**src/rtl/regfile_2w2r.sv**
```systemverilog
// rtl/regfile_2w2r.sv - two-write two-read register file with collision flag (optional macro REGFILE_BYPASS_EN)
module regfile_2w2r #(
   parameter int DATA_W   = 8,
   parameter int DEPTH    = 16,
   parameter int ZERO_REG = 0,
   localparam int ADDR_W  = $clog2(DEPTH)
) (
   input  logic              Clock,
   input  logic              Reset_n,
   input  logic              WR_A,
   input  logic [ADDR_W-1:0] Addr_WA,
   input  logic [DATA_W-1:0] DIN_A,
   input  logic              WR_B,
   input  logic [ADDR_W-1:0] Addr_WB,
   input  logic [DATA_W-1:0] DIN_B,
   input  logic              Clear,
   input  logic [ADDR_W-1:0] Addr_A,
   input  logic [ADDR_W-1:0] Addr_B,
   output logic [DATA_W-1:0] Out_A,
   output logic [DATA_W-1:0] Out_B,
   output logic              Collision
);

   // One extra bit so the range check cannot wrap when DEPTH is a power of 2
   localparam logic [ADDR_W:0] DEPTH_X = (ADDR_W + 1)'(DEPTH);

   logic [DATA_W-1:0] mem [DEPTH];
   logic              wr_a_ok;
   logic              wr_b_ok;
   logic              coll_next;

   // An address is usable if it is inside the array and is not the hardwired zero register
   function automatic logic addr_ok(input logic [ADDR_W-1:0] addr);
      logic ok;
      ok = ({1'b0, addr} < DEPTH_X);
      if ((ZERO_REG != 0) && (addr == '0))
         ok = 1'b0;
      return ok;
   endfunction

   // Read mux: out-of-range and zero-register reads give 0; optional forwarding of write data
   function automatic logic [DATA_W-1:0] read_port(input logic [ADDR_W-1:0] addr);
      logic [DATA_W-1:0] rd;
      rd = '0;
      if (addr_ok(addr)) begin
         for (int i = 0; i < DEPTH; i++) begin
            if (addr == ADDR_W'(i))
               rd = mem[i];
         end
      end
`ifdef REGFILE_BYPASS_EN
      if (!Clear) begin
         if (wr_b_ok && (Addr_WB == addr))
            rd = DIN_B;
         else if (wr_a_ok && (Addr_WA == addr))
            rd = DIN_A;
      end
`endif
      return rd;
   endfunction

   assign wr_a_ok   = WR_A && addr_ok(Addr_WA);
   assign wr_b_ok   = WR_B && addr_ok(Addr_WB);
   assign coll_next = !Clear && wr_a_ok && wr_b_ok && (Addr_WA == Addr_WB);

   // Register array and collision flag; Clear beats writes, port B beats port A
   always_ff @(posedge Clock or negedge Reset_n) begin
      if (!Reset_n) begin
         for (int i = 0; i < DEPTH; i++)
            mem[i] <= '0;
         Collision <= 1'b0;
      end else begin
         Collision <= coll_next;
         for (int i = 0; i < DEPTH; i++) begin
            if (Clear)
               mem[i] <= '0;
            else if (wr_b_ok && (Addr_WB == ADDR_W'(i)))
               mem[i] <= DIN_B;
            else if (wr_a_ok && (Addr_WA == ADDR_W'(i)))
               mem[i] <= DIN_A;
         end
      end
   end

   assign Out_A = read_port(Addr_A);
   assign Out_B = read_port(Addr_B);

endmodule
```
**config.mk**
```make
export PLATFORM = sky130hd
export DESIGN_NAME = regfile_2w2r
export DESIGN_NICKNAME = d
export VERILOG_FILES = /design/src/rtl/regfile_2w2r.sv
export SDC_FILE = /design/constraint.sdc
export NUM_CORES = 1
export LEC_CHECK = 0
export ABC_CLOCK_PERIOD_IN_PS = 3300
export CAP_MARGIN = 25
export CORE_MARGIN = 2
export CORE_UTILIZATION = 40
export CTS_CLUSTER_DIAMETER = 120
export CTS_CLUSTER_SIZE = 24
export DETAILED_ROUTE_END_ITERATION = 12
export PLACE_DENSITY_LB_ADDON = 0.3
export SYNTH_ARGS = -nofsm -noshare
export SYNTH_HDL_FRONTEND = slang
export SYNTH_SLANG_ARGS = --single-unit
```
**constraint.sdc**
```tcl
create_clock -name Clock -period 3.3 [get_ports Clock]
set_input_delay 0.33 -clock Clock [delete_from_list [all_inputs] [get_ports Clock]]
set_output_delay 0.33 -clock Clock [all_outputs]
set_load 0.01 [all_outputs]
```
; Word level (Yosys, flattened, before mapping)
; Index checks and enable logic that the tools add are counted.
[totals]
register_bits = 129
latchBits = 0
ramBits = 0
rom_bits = 0
input_bits = 37
out_inout_bits = 17
wordCells = 214
mem_count = 0
[classes]
n_addsub = 0
mul = 0
div_mod_pow = 0
n_lt_le_gt_ge = 0
n_eq_ne = 61
n_shift = 0
mux = 80
n_bitwise = 0
reduce_logical = 56
[op_table]
columns = cell, count
row1 = two-way mux 8 bit, 80
row2 = equality test 4 bit (second input constant), 32
row3 = equality test 4 x 3 -> 1 bit (second input constant), 16
row4 = nonzero test 3 bit, 16
row5 = logical AND 1 bit, 35
row6 = equality test 4 x 2 -> 1 bit (second input constant), 8
row7 = equality test 4 x 1 -> 1 bit (second input constant), 4
row8 = zero test 4 bit, 4
row9 = equality test 4 bit, 1
row10 = zero test 1 bit, 1

; Longest topological paths before layout
; Gate-level depths: netlist (run 1).
[depth]
word_depth = 17
ltp_mapped = 9
ltp_nobuf = 5

; Worst setup path after synthesis (run 1)
; OpenSTA, ideal clock, no wires.
[synth_path]
kind = in2out
startpoint = in Addr_B[0]
endpoint = out Out_B[2]
arrival_time_ps = 1783
required_ps = 2970
path_slack_ps = 1187
cell_stages = 7
n_path_buf = 2
cell_sequence = buf_2 -> buf_4 -> and2b_1 -> a22oi_1 -> a2111oi_0 -> a211oi_1 -> nor3_1
[synth_between]
elab_chain_cells = 17
word_cells_on_any_way = 32
classes_between = eq/ne: 15 / mux: 16 / reduce/logical: 1
[synth_lines]
columns = element, line_no
row1 = start: declaration, 18  ; input logic [ADDR_W-1:0] Addr_B,
row2 = zero test 4 bit, 47  ; if (addr == ADDR_W'(i))
row3 = two-way mux 8 bit (15 in series), 47
row4 = two-way mux 8 bit (*), 47
row5 = end: declaration, 20  ; output logic [DATA_W-1:0] Out_B,
; Mark *: on every way between the ends. The rest lies on a longest branch, timed or not.

; Worst setup path in the final report (run 1)
[layout_path]
startpoint = in Addr_B[2]
endpoint = out Out_B[3]
; The elaborated chain is that of the path after synthesis.

==> metrics list, run 1 <==
* DRT iter0 DRCs: 1046
- Arrival @ worst endpoint: 2.80 ns
* Hold Worst Slack: 0.5025 ns
- Syn_area_per_cell: 9.241 um2
- Worst hold path class: flip-flop to flip-flop
- In the final layout, the multi-input gates occupy 5812 um2.
* CP Cell Sequence: clkdlybuf4s50_1 -> nor2b_1 -> a31oi_1 -> o21ai_0 -> o2111ai_1 -> a31oi_1 -> clkdlybuf4s50_1
- The core region is 23470 um2.
- Number of global-route vias before repair: 8438
- Die span in y: 158.4 um
- Routability-driven placement finished with a final weighted congestion of 0.9926.
- Largest family of logic cells by synthesized area: compound AO/OA/AOI/OAI gates
- Sequential cell area fraction in the yosys report: 0.3385
* Critical path capture point type: output pin
* Final sum of negative setup slack: 0 ns
- The initial utilization of the core area, before any placement, comes to 0.4063.
- Counting instances, the worst hold path has a depth of 2.
- In the synthesized netlist the async set-or-reset flop fraction comes to 1.000.
- For the pin with the worst max-slew slack, the measured transition is 0.9338 ns.
- Synth warnings: 0
* Synthesized-area fraction occupied by and/or/nand/nor cells: 0.1497
- Complex-gate fraction of the synthesized area: 0.2293
* Area Growth Syn to Fin: 16.85%
- Worst reg2reg path depth: 2
* End of the worst hold path: mem[4]
- Of the total power, the share spent switching nets is 0.3118.
- After detailed placement, the total cell area comes to 10470 um2.
- The run finished with clean final reports.
- Origin of the worst min-delay path: mem[4]
* Unrepaired setup endpoints after global routing: false
- Input and output buffers added on the ports amount to 53.
* Highest-delay cell along the critical path: clkdlybuf4s50_1
* Reg2Reg Setup Slack: 2.52 ns
- TritonCTS clock tree: built
- Leakage power total: 4.537 nW
- Category of the most critical setup path: primary input to output pin
* Share of cell area taken by muxes after synthesis: 0.2267
- Xor/xnor share of the synthesized area: 0.003674
- The number of nets in the synthesized netlist is 1069.
- After routing the design area is 11140 um2.
* Ratio of cells with drive above 1 in the final layout: 0.1474
- Logic gate share of total power: 0.211
- Detail Placement HPWL: 24700 um
- Clk_lat worst skew: 0.43 ns
* Instance count of the mapped netlist: 1032
- In the final routed layout, each cell accounts on average for 24.31 um.
- Final setup margin: 0.1676 ns
- In the finished design, the share of the clock period the worst path needs comes to 0.9492.
- After synthesis, the netlist uses 69 different library cells.
* GR Overflow Total: 0
* Cts bufs inserted: 17
- Power density over the cells: 448.3 nW/um2
* Total global-route track usage: 0.2819
* Die outline width: 158.4 um
* DR vias: 8778
- Row count: 56
* Maximum number of pins on one net before global-route repair: 83
- Sequential Power Share: 0.377
* Post-layout total power: 4.996 mW
* Maxcap violations: 0
- At the placement stage, the worst setup path has a slack of 0.2189 ns.
- Setup violations remaining at the end of the flow were counted as 0.
- Global-route wire length before repair: 52610 um
- Of the total synthesized cell area, the portion taken by full adders, half adders and majority gates is 0.
- The initial antenna violation count came to 4.
* Crit Reg-Reg Startpoint: mem[76]
- Buffer type at the clock tree root: clkbuf_16
- Net total in the final layout: 1103
- Pin placement for this block handled 54 I/O pins.
- The tree built by TritonCTS fans out to 129 sinks.
- Pint: 3.438 mW
- H-tree depth reported by CTS: 4
* Clock power frac: 0.411
- On the final layout, the worst clock skew is 0 ns.
- Number of pins exceeding their max-slew limit in the final report: 0
* Post-synth design cell area: 9537 um2
- Post-detailed-route count of antenna-violating nets: 0
- The number of hold violations in the final report was 0.
- Power spent charging and discharging nets: 1.558 mW
* Drt first pass iters: 6
* Startpoint Class: primary input
* EDFF count, synth: 0
- The worst-case IR drop observed on VDD is 0.3004 mV.
- Filler instances: 2235
- For this run, the leading register cell type out of synthesis is dfrtp_1.
- Counting flops and latches in the post-synthesis netlist gives 129.
- Counting tap cells, the placed design contains a total of 1361 instances.
* Maximum net fanout on the critical path: 5
* Die area: 25090 um2
* Peak per-stage delay on the critical path: 0.61 ns
- Headroom to the max-slew limit: 0.3755
- Area taken by flip-flops and latches: 3228 um2
* Final core utilization: 0.4747
- Dividing the detail-routed via count by the number of cells gives 6.274.
- Endpoint of the worst register-to-register path: mem[76]
- The routed design has 34010 um of wire.
* Required time reported for the critical path endpoint: 2.97 ns
* Minimum clock period: 3.132 ns
- Derived from the worst setup path, the maximum achievable clock frequency is 319.2 MHz.
- DRC violation count after routing: 0
* Final instance count without filler cells: 1399
* Longest Clk Path Bufs: 2
- The number of gates resized after CTS was 0.
- Clock-pin transition on the worst setup and hold timing paths: 0.06 ns
kinds of logic after synthesis:
| family | count (synthesis) |
|---|---|
| flip-flops | 129 |
| AO/OA/AOI/OAI | 311 |
| buffers and inverters | 110 |
| multiplexers | 186 |
| XOR/XNOR | 4 |
| AND/OR/NAND/NOR | 292 |
metal layers:
metal | vias to the layer above | global-route usage | share of wire
li1 | 3949 | - | -
met1 | 4345 | 0.3846 | 0.43
met2 | 398 | 0.4441 | 0.46
met3 | 80 | 0.05553 | 0.074
met4 | 6 | 0.1060 | 0.032
met5 | - | 0 | 0.0011
cell usage after synthesis (7+ instances only):
library cell	count	area share
mux2_2	10	0.012
buf_2	28	0.015
inv_1	9	0.0035
dfrtp_1	129	0.34
o22ai_1	8	0.0052
nand3_1	9	0.0047
a2111oi_0	7	0.0064
a22oi_1	8	0.0063
buf_4	7	0.0055
clkbuf_1	58	0.023
o21ai_0	61	0.032
nand2_1	157	0.062
nor2b_1	22	0.014
nor3_1	9	0.0047
mux4_2	23	0.054
o31ai_1	124	0.098
mux2i_1	153	0.16
nor2_1	39	0.015
nor2_4	9	0.011
nand2b_1	14	0.0092
a21oi_1	37	0.019
cell usage in the layout, fill, tap and decap left out, types with 9 or more instances in the layout:
master,count
inv_1,9
o31ai_1,124
nand3_1,9
a21oi_1,37
o21ai_0,61
mux4_2,23
nor2_1,39
nand2b_1,14
mux2_2,10
clkdlybuf4s50_1,47
clkbuf_16,17
dfrtp_1,129
mux2i_1,153
nor2_4,9
nor3_1,9
nand2_1,157
buf_4,57
nor2b_1,22
worst max-delay path: cells and delay by family:
family | cells | cell delay, ns
AND/OR/NAND/NOR | 1 | 0.38
AO/OA/AOI/OAI | 4 | 0.87
buffers and inverters | 2 | 1.22
sequential cells by signal, summed over array words and instances, names as in the netlist:
signal	count
Collision	1
mem	128
final cells by class:
class                           instances  area share
Antenna cell                            1   0.0002246
Clock buffer                           17     0.03818
Clock inverter                         15     0.01864
Inverter                               10    0.003369
Multi-Input combinational cell        793      0.5216
Sequential cell                       129      0.2897
Tap cell                              319     0.03582
Timing Repair Buffer                  115     0.09252
worst max-delay path by stage:
stage | from | to | cells past startpoint
after floorplan | Addr_B[0] | Out_B[2] | 7
after global placement | Addr_B[0] | Out_B[4] | 7
after detailed placement | Addr_B[0] | Out_B[4] | 7
after CTS | Addr_B[0] | Out_B[4] | 7
after global routing | Addr_B[0] | Out_B[4] | 7
final | Addr_B[2] | Out_B[3] | 7
power by group through the flow:
stage | sequential (mW) | clock [mW] | combinational [mW]
2_1_floorplan | 1.83 | 0 | 0.658
3_3_place_gp | 1.91 | 0 | 1.02
3_5_place_dp | 1.91 | 0 | 1.03
4_1_cts | 1.88 | 2.08 | 1.04
5_1_grt | 1.90 | 2.16 | 1.14
6_report | 1.88 | 2.05 | 1.06
what timing repair did:
action                                  4_1_cts  5_1_grt
buffers inserted                              0        0
endpoints found under the setup margin        0        0
endpoints found under the hold margin        10        0
hold buffers                                  1        0
Power figures use the tool's default switching activity.
==> run 2: changes to the inputs <==
ABC_CLOCK_PERIOD_IN_PS = 4019   (was 3300)
clock period = 4.02 ns   (was 3.3 ns; I/O delays follow)
==> metrics list, run 2 (synthesized netlist as in run 1, its figures left out) <==
* Headroom to the max-slew limit: 0.3247
* I/O Pins: 54
- For this design the static power due to leakage is 4.414 nW.
- Of the total power, combinational logic draws 0.215.
- Post-CTS repair timing setup buffer count: 0
* Effective utilization at floorplan: 0.4063
- Reg2Reg Setup Slack: 3.24 ns
- Via-per-instance ratio: 6.348
- Of the total power, the clock network draws 0.399.
- The number of hold buffers added after CTS was 0.
- Sequential Power Share: 0.385
- The clock passes through at most 2 buffers.
* Total routed wirelength: 34530 um
- Stages on worst setup path: 7
* Top library cells by usage in the layout, fill and taps aside: nand2_1 (157), mux2i_1 (153), dfrtp_1 (129), o31ai_1 (124), o21ai_0 (61)
* Category of the most critical setup path: primary input to output pin
* Global-route wire length before repair: 52930 um
* Kind of cell adding the most delay to the critical path: buffers and inverters
* Clock-pin transition on the worst setup and hold timing paths: 0.07 ns
- TritonCTS clock tree: built
* Unrepaired setup endpoints after global routing: false
* Power spent charging and discharging nets: 1.268 mW
* Post-route clock skew: 0 ns
* DRT iter0 DRCs: 1017
- The initial antenna violation count is 0.
- The H-tree was split into 4 levels.
- Clk_lat worst skew: 0.42 ns
- The congestion estimate from routability-driven global placement came to 1.023.
- For this run, global-route usage on met3 was measured as 0.04300.
- Endpoint of the worst register-to-register path: mem[52]
- Setup crit start: Addr_B[2]
- The floorplan step set the die height to 158.4 um.
- For this run, the slowest stage of the critical path takes 0.88 ns.
* Inserted Diodes: 0
* Critical Path End: Out_B[3]
- Highest-delay cell along the critical path: clkdlybuf4s50_1
- The internal power of the cells totals 2.727 mW.
* Required time reported for the critical path endpoint: 3.62 ns
- Final cycle utilization of the critical path: 0.8725
- In the routed design, unresolved DRC markers number 0.
* Cts repair resizes: 0
* Worst hold path class: primary input to asynchronous set/reset pin
- STA classifies the critical path endpoint as an output pin.
* Startpoint Class: primary input
- Setup total negative slack on the finished layout was measured at 0 ns.
- Area taken by flip-flops and latches: 3228 um2
* Crit path buf inv count: 2
* Total global-route track usage: 0.2836
- Global routing finished with a remaining overflow of 0.
- Floorplan core area: 23470 um2
* Met2 track demand over resource: 0.4443
* Final instance count without filler cells: 1378
- Worst Max-Slew Pin Slew: 1.010 ns
* Average wire per cell in the routed design: 25.06 um
* Post-detailed-route count of antenna-violating nets: 0
- DR vias: 8748
- The flow ran to the end, and the final reports show no timing, DRC or antenna violations.
* Global routing met1 resource utilization: 0.3962
- Cts bufs inserted: 17
* Worst voltage drop across the vdd grid: 0.2362 mV
- Placed Cells incl. Taps: 1345
- Arrival @ worst endpoint: 3.11 ns
- Final Hold Violating Endpoints: 0
- Number of global-route vias before repair: 8409
* Setup violation total in the final timing report: 0
- Ratio of cells with drive above 1 in the final layout: 0.1322
* Max reg flops: 128
- Net total in the final layout: 1083
- Row count: 56
- The critical path goes through clkdlybuf4s50_1 -> nor2b_1 -> a31oi_1 -> o21ai_0 -> o2111ai_1 -> a31oi_1 -> clkdlybuf4s50_1.
- The first detailed-routing pass ran for 5 iterations.
- After filler insertion, the fill cell instance count of the layout stands at 2240.
- Worst reg2reg path depth: 2
- Area Growth Syn to Fin: 14.42%
- Summed over all nets, the half-perimeter wirelength after detailed placement is 24340 um.
* Die area: 25090 um2
- Power spread over the standard cell area amounts to 366.2 nW/um2.
* Highest-utilization routing layer at the global route stage: met2
- Maximum number of pins on one net before global-route repair: 85
- Multi-input gate area: 5812 um2
- Maxcap violations: 0
- Derived from the worst setup path, the maximum achievable clock frequency is 285.1 MHz.
* Crit Reg-Reg Startpoint: mem[52]
* CTS sink cnt: 129
* Minimum clock period: 3.507 ns
* Maximum net fanout on the critical path: 16
* Biggest regs: mem: 128 flops, Collision: 1 flops
- The library cell used most frequently in the layout, excluding fill and tap cells, is nand2_1.
* Die outline width: 158.4 um
- Number of pins exceeding their max-slew limit in the final report: 0
* Buffer type at the clock tree root: clkbuf_16
- mem holds more flip-flops than any other register.
- Count of buffers from port buffering: 53
* Fraction of power spent switching nets: 0.3174
-- run 2: layout make-up --
type                    count  area share
clock buffers              20     0.04277
clock inverters            12     0.01204
inverters                  10    0.003440
multi-input cells         793      0.5326
flip-flops and latches    129      0.2958
well taps                 319     0.03658
repair buffers             95     0.07671
-- run 2: power groups by stage --
stage                     Sequential, mW  Clock, mW  Combinational [mW]
after floorplan                     1.50          0               0.540
after global placement              1.56          0               0.838
after detailed placement            1.56          0               0.846
after CTS                           1.54       1.60               0.849
after global routing                1.55       1.66               0.927
final                               1.54       1.60               0.860
-- run 2: worst min path at each step --
stage / from / end / slack [ns]
finish: Reset_n / mem[5] / 0.05
global placement: mem[4] / mem[4] / 0.47
floorplan: Reset_n / Collision / 0.11
global route: Reset_n / mem[29] / 0.13
detailed placement: mem[4] / mem[4] / 0.49
CTS: Reset_n / mem[45] / 0.09
-- run 2: metrics by stage --
stage               instance area (um2)  worst slack [ns]  power, mW  utilization  hold WS [ns]
global placement                  10310            0.6182      2.394       0.4391        0.4727
floorplan                          9537             1.763      2.039            -        0.1064
CTS                               10900            0.5702      3.987       0.4646       0.08818
global route                      10910            0.3380      4.132       0.4649        0.1286
detailed placement                10310            0.5759      2.405       0.4391        0.4891
finish                            10910            0.5125      3.996       0.4649       0.04598
-- run 2: metal layers --
metal | up-vias | share of wire
met4 | 0 | 0.035
met1 | 4332 | 0.44
met2 | 425 | 0.45
met5 | - | 0
li1 | 3899 | -
met3 | 92 | 0.070
==> RTL edit 1, RTL diff (config.mk and constraints of run 1) <==
The option `REGFILE_BYPASS_EN` is turned on by a define.
--- a/src/rtl/regfile_2w2r.sv
+++ b/src/rtl/regfile_2w2r.sv
@@ -1,3 +1,5 @@
 // rtl/regfile_2w2r.sv - two-write two-read register file with collision flag (optional macro REGFILE_BYPASS_EN)
+`define REGFILE_BYPASS_EN
+
 module regfile_2w2r #(
    parameter int DATA_W   = 8,
Behaviour: not the same (a bounded check fails within 4 cycles, from zero or initial values and one cycle with Reset_n low).
==> RTL edit 1 against run 1 <==
Combinational power is 25% higher. Sequential cell count stayed put. Worst setup slack worse by 0.14 ns. Final cell count is 15% higher. Cell area is 11% higher. Synthesized cell count is 14% higher. Total power is 1.8% higher. Routed wire length is 27% higher. Non-clock buffer count is 79 higher. Register-to-register slack worse by 0.02 ns. Area after synthesis is 8.1% higher. Highest routed layer is now met4.
==> RTL edit 1: results (changes against run 1) <==
GRT
  • GR met1 Demand/Resource: 0.449 (+0.0639)
  • Largest net degree at the start of global routing: 76 (-8.4%)
  • Total GRT Usage: 0.327 (+0.0454)
  • Global-route wire length before repair: 64800 um (+23%)
  • Routing usage on met2: 0.502 (+0.0582)
  • Initial antenna violation count: 0 (-4)

Outcome
  • Status: finished, final reports clean

Cells and area
  • Fin cells: 1606 (+15%)
  • Layout fillers: 2421 (+8.3%)

Placement
  • GPL Wtd Cong: 1.04 (+5.2%)
  • HPWL Detailed: 32200 um (+30%)
  • Setup slack at placement: -0.231 ns (-0.450 ns)

Synth
  • Synth cell count leaders: 170 x nand2_1, 145 x mux2i_1, 129 x dfrtp_1, 129 x o31ai_1, 70 x o21ai_0
  • Ranking of synthesized cells by area: dfrtp_1 31%, mux2i_1 14%, o31ai_1 9.4%
  • Register area share after synthesis: 0.313 (-0.0254)
  • Syn Nets: 1218 (+14%)

STA
  • Slew @ Worst Pin: 0.739 ns (-0.195 ns)

Min path
  • Hold Startpoint: Clear
  • HP Class: in -> reg

Detailed routing
  • Post-Route WL: 43200 um (+27%)
  • Via count: 10287 (+17%)
  • Drt pass-1 iters: 5 (-1)
  • M1 wire length: 17900 um (+22%)
  • WL met3: 4220 um (+67%)

Critical path
  • Worst Path Arrival: 2.94 ns (+0.14 ns)
  • Worst R2R Start: mem[15]

Power
  • Static leakage: 5.17 nW (+14%)
-- RTL edit 1: area by class of cell --
| type | count | area [um2] | area share |
|---|---|---|---|
| Multi-Input combinational cell | 905 | 6440 | 0.519 |
| Clock buffer | 17 | 425 | 0.0343 |
| Timing Repair Buffer | 194 | 1700 | 0.137 |
| Tap cell | 330 | 413 | 0.0333 |
| Sequential cell | 129 | 3230 | 0.260 |
| Clock inverter | 15 | 138 | 0.0111 |
| Inverter | 16 | 60.1 | 0.00484 |
-- RTL edit 1: path summary, 6_finish.rpt --
kind | endpoint | slack (ns) | cells past startpoint
hold / removal | mem[30] | 0.23 | 2
min in group asynchronous | mem[84] | 0.51 | 2
max in group asynchronous | mem[110] | 2.00 | 3
hold reg to reg | mem[115] | 0.50 | 2
setup reg to reg | mem[15] | 2.50 | 2
setup / recovery | Out_B[1] | 0.03 | 9
-- RTL edit 1: cells by family after synthesis --
| logic type | Yosys count | synth area share |
|---|---|---|
| compound gates | 376 | 0.250 |
| flops | 129 | 0.313 |
| xor+xnor | 20 | 0.0170 |
| buf+inv | 147 | 0.0708 |
| mux | 170 | 0.189 |
| simple gates | 339 | 0.160 |
-- RTL edit 1: repair_timing --
item,CTS,global route
setup endpoints to repair,4,13
gates resized for setup,7,17
hold endpoints to repair,74,0
pin swaps,4,1
hold buffers,1,0
-- RTL edit 1: power groups by stage --
stage | clock (mW) | combinational (mW) | sequential [mW]
5_1_grt | 1.98 | 1.41 | 1.88
3_3_place_gp | 0 | 1.26 | 1.89
3_5_place_dp | 0 | 1.28 | 1.89
6_report | 1.89 | 1.33 | 1.87
4_1_cts | 1.90 | 1.28 | 1.86
2_1_floorplan | 0 | 0.753 | 1.82
==> RTL edit 2, RTL diff (flow settings as in run 1) <==
Made on the original files. Add an input register stage for `WR_A`, `WR_B`, `Addr_A` and `Addr_B`, with the module's reset; this delays them by one clock. The other inputs are not delayed to match.
--- a/src/rtl/regfile_2w2r.sv
+++ b/src/rtl/regfile_2w2r.sv
@@ -24,4 +24,23 @@
    // One extra bit so the range check cannot wrap when DEPTH is a power of 2
    localparam logic [ADDR_W:0] DEPTH_X = (ADDR_W + 1)'(DEPTH);
+
+   logic WR_A_q;
+   logic WR_B_q;
+   logic [ADDR_W-1:0] Addr_A_q;
+   logic [ADDR_W-1:0] Addr_B_q;
+
+   always_ff @(posedge Clock or negedge Reset_n) begin
+      if (!Reset_n) begin
+         WR_A_q   <= '0;
+         WR_B_q   <= '0;
+         Addr_A_q <= '0;
+         Addr_B_q <= '0;
+      end else begin
+         WR_A_q   <= WR_A;
+         WR_B_q   <= WR_B;
+         Addr_A_q <= Addr_A;
+         Addr_B_q <= Addr_B;
+      end
+   end
 
    logic [DATA_W-1:0] mem [DEPTH];
@@ -60,6 +79,6 @@
    endfunction
 
-   assign wr_a_ok   = WR_A && addr_ok(Addr_WA);
-   assign wr_b_ok   = WR_B && addr_ok(Addr_WB);
+   assign wr_a_ok   = WR_A_q && addr_ok(Addr_WA);
+   assign wr_b_ok   = WR_B_q && addr_ok(Addr_WB);
    assign coll_next = !Clear && wr_a_ok && wr_b_ok && (Addr_WA == Addr_WB);
 
@@ -83,6 +102,6 @@
    end
 
-   assign Out_A = read_port(Addr_A);
-   assign Out_B = read_port(Addr_B);
+   assign Out_A = read_port(Addr_A_q);
+   assign Out_B = read_port(Addr_B_q);
 
 endmodule
Check against the original RTL: not equivalent (a bounded check fails within 4 cycles, from zero or initial values and one cycle with Reset_n low).
==> RTL edit 2 against run 1 <==
Sequential share of layout area up 2.8 points. Sequential cell count grew 10. Worst setup slack worse by 0.030 ns. Routed wire length shrank 7.2%. Sequential power increased by 7%. Combinational power fell by 7%. Cell area down 1.5%. Area after synthesis rose by 1.5%. Total power decreased by 4.2%. Critical path type is now reg -> out. Largest cell class unchanged. Highest routed layer unchanged.
==> RTL edit 2: results (changes against run 1) <==
Outcome
  • Status: finished, final reports clean

STA
  • Final Skew: 0.00694 ns (+0.00694 ns)
  • Relative slew slack: 0.304 (-0.0712)

Cells and area
  • Fin nets: 1051 (-4.7%)
  • Biggest regs: mem x128, Addr_A_q x4, Addr_B_q x4
  • ANT cells: 0 (-1)
  • Fin cells: 1346 (-3.8%)
  • Share of cells above drive strength 1: 0.136 (-0.0110)

GRT
  • Total GRT Usage: 0.251 (-0.0304)
  • Global-route wire length before repair: 49500 um (-5.9%)
  • Initial antenna violation count: 3 (-1)
  • Number of global-route vias before repair: 8040 (-4.7%)
  • Largest net degree at the start of global routing: 92 (+11%)

Critical path
  • Worst Path Arrival: 2.83 ns (+0.03 ns)
  • CP Max Fanout: 47 (+42)
  • Maximum cell stage delay along the critical path: 0.59 ns (-0.02 ns)

Placement
  • # placed instances: 1308 (-3.9%)
  • Cell Area, Placed: 10400 um2 (-0.92%)
  • GPL Wtd Cong: 0.891 (-10%)
  • HPWL Detailed: 22200 um (-9.9%)
  • Setup slack at placement: 0.510 ns (+0.291 ns)

Synth
  • Unique masters post-synth: 61 (-12%)
  • Synth cell count leaders: 156 x mux2i_1, 153 x nand2_1, 139 x dfrtp_1
  • Ranking of synthesized cells by area: dfrtp_1 36%, mux2i_1 16%, o31ai_1 9.5%
  • Predominant post-synthesis flop cell: dfrtp_1
  • Register area share after synthesis: 0.359 (+0.0210)
  • Mean Syn Cell Area: 9.65 um2 (+4.4%)
  • Syn Nets: 1040 (-2.7%)

Power
  • Power Internal: 3.28 mW (-4.5%)
  • Static leakage: 4.49 nW (-0.98%)
  • Maximum VDD drop: 0.250 mV (-17%)

Clock tree
  • H-tree depth: 4 (unchanged)

Detailed routing
  • Initial DRC count: 792 (-24%)
  • Via/cell ratio: 6.22 (-0.83%)
  • Post-Route WL: 31600 um (-7.2%)

Min path
  • HP Class: in -> reg
==> RTL edit 2: routing by layer <==
layer	share of wire	GRT usage	up-vias
li1	-	-	3785
met2	0.46	0.389	334
met4	0.023	0.0760	6
met1	0.45	0.354	4192
met3	0.061	0.0529	58
met5	0.0011	0	-
==> RTL edit 2: worst paths after layout <==
kind	end	from	slack, ns	cells after the start
worst min register to register	mem[42]	mem[42]	0.50	2
worst max register to register	mem[107]	WR_B_q	1.20	4
worst min-delay path	WR_A_q	WR_A	0.33	1
max in group asynchronous	mem[94]	Reset_n	2.01	3
worst max-delay path	Out_A[6]	Addr_A_q[1]	0.14	8
min in group asynchronous	mem[120]	Reset_n	0.50	2
==> RTL edit 2: kinds of logic after synthesis <==
family / Yosys count / synth area share
and+or+nand+nor: 272 / 0.137
AOI/OAI and AO/OA: 285 / 0.213
buffers and inverters: 107 / 0.0569
muxes: 195 / 0.230
DFF: 139 / 0.359
xor gates and xnor gates: 5 / 0.00453
==> RTL edit 2: repair_timing <==
item / CTS / global route
buffers inserted: 0 / 0
hold endpoints to repair: 69 / 0
hold buffers: 1 / 0
endpoints found under the setup margin: 0 / 6
gates resized for setup: 0 / 6
==> RTL edit 2: power groups by stage <==
stage / sequential [mW] / combinational, mW / clock [mW]
3_5_place_dp: 2.04 / 0.968 / 0
3_3_place_gp: 2.04 / 0.957 / 0
5_1_grt: 2.03 / 1.07 / 1.89
6_report: 2.02 / 0.985 / 1.78
2_1_floorplan: 1.96 / 0.658 / 0
4_1_cts: 2.01 / 0.974 / 1.81
==> RTL edit 2: final cells by class <==
cell class | instances | area [um2]
fill | 2249 | 12600
clock buffer | 21 | 470
tap | 319 | 399
timing repair buffer | 88 | 851
multi-input combinational | 757 | 5660
inverter | 11 | 41.3
sequential | 139 | 3490
clock inverter | 11 | 71.3
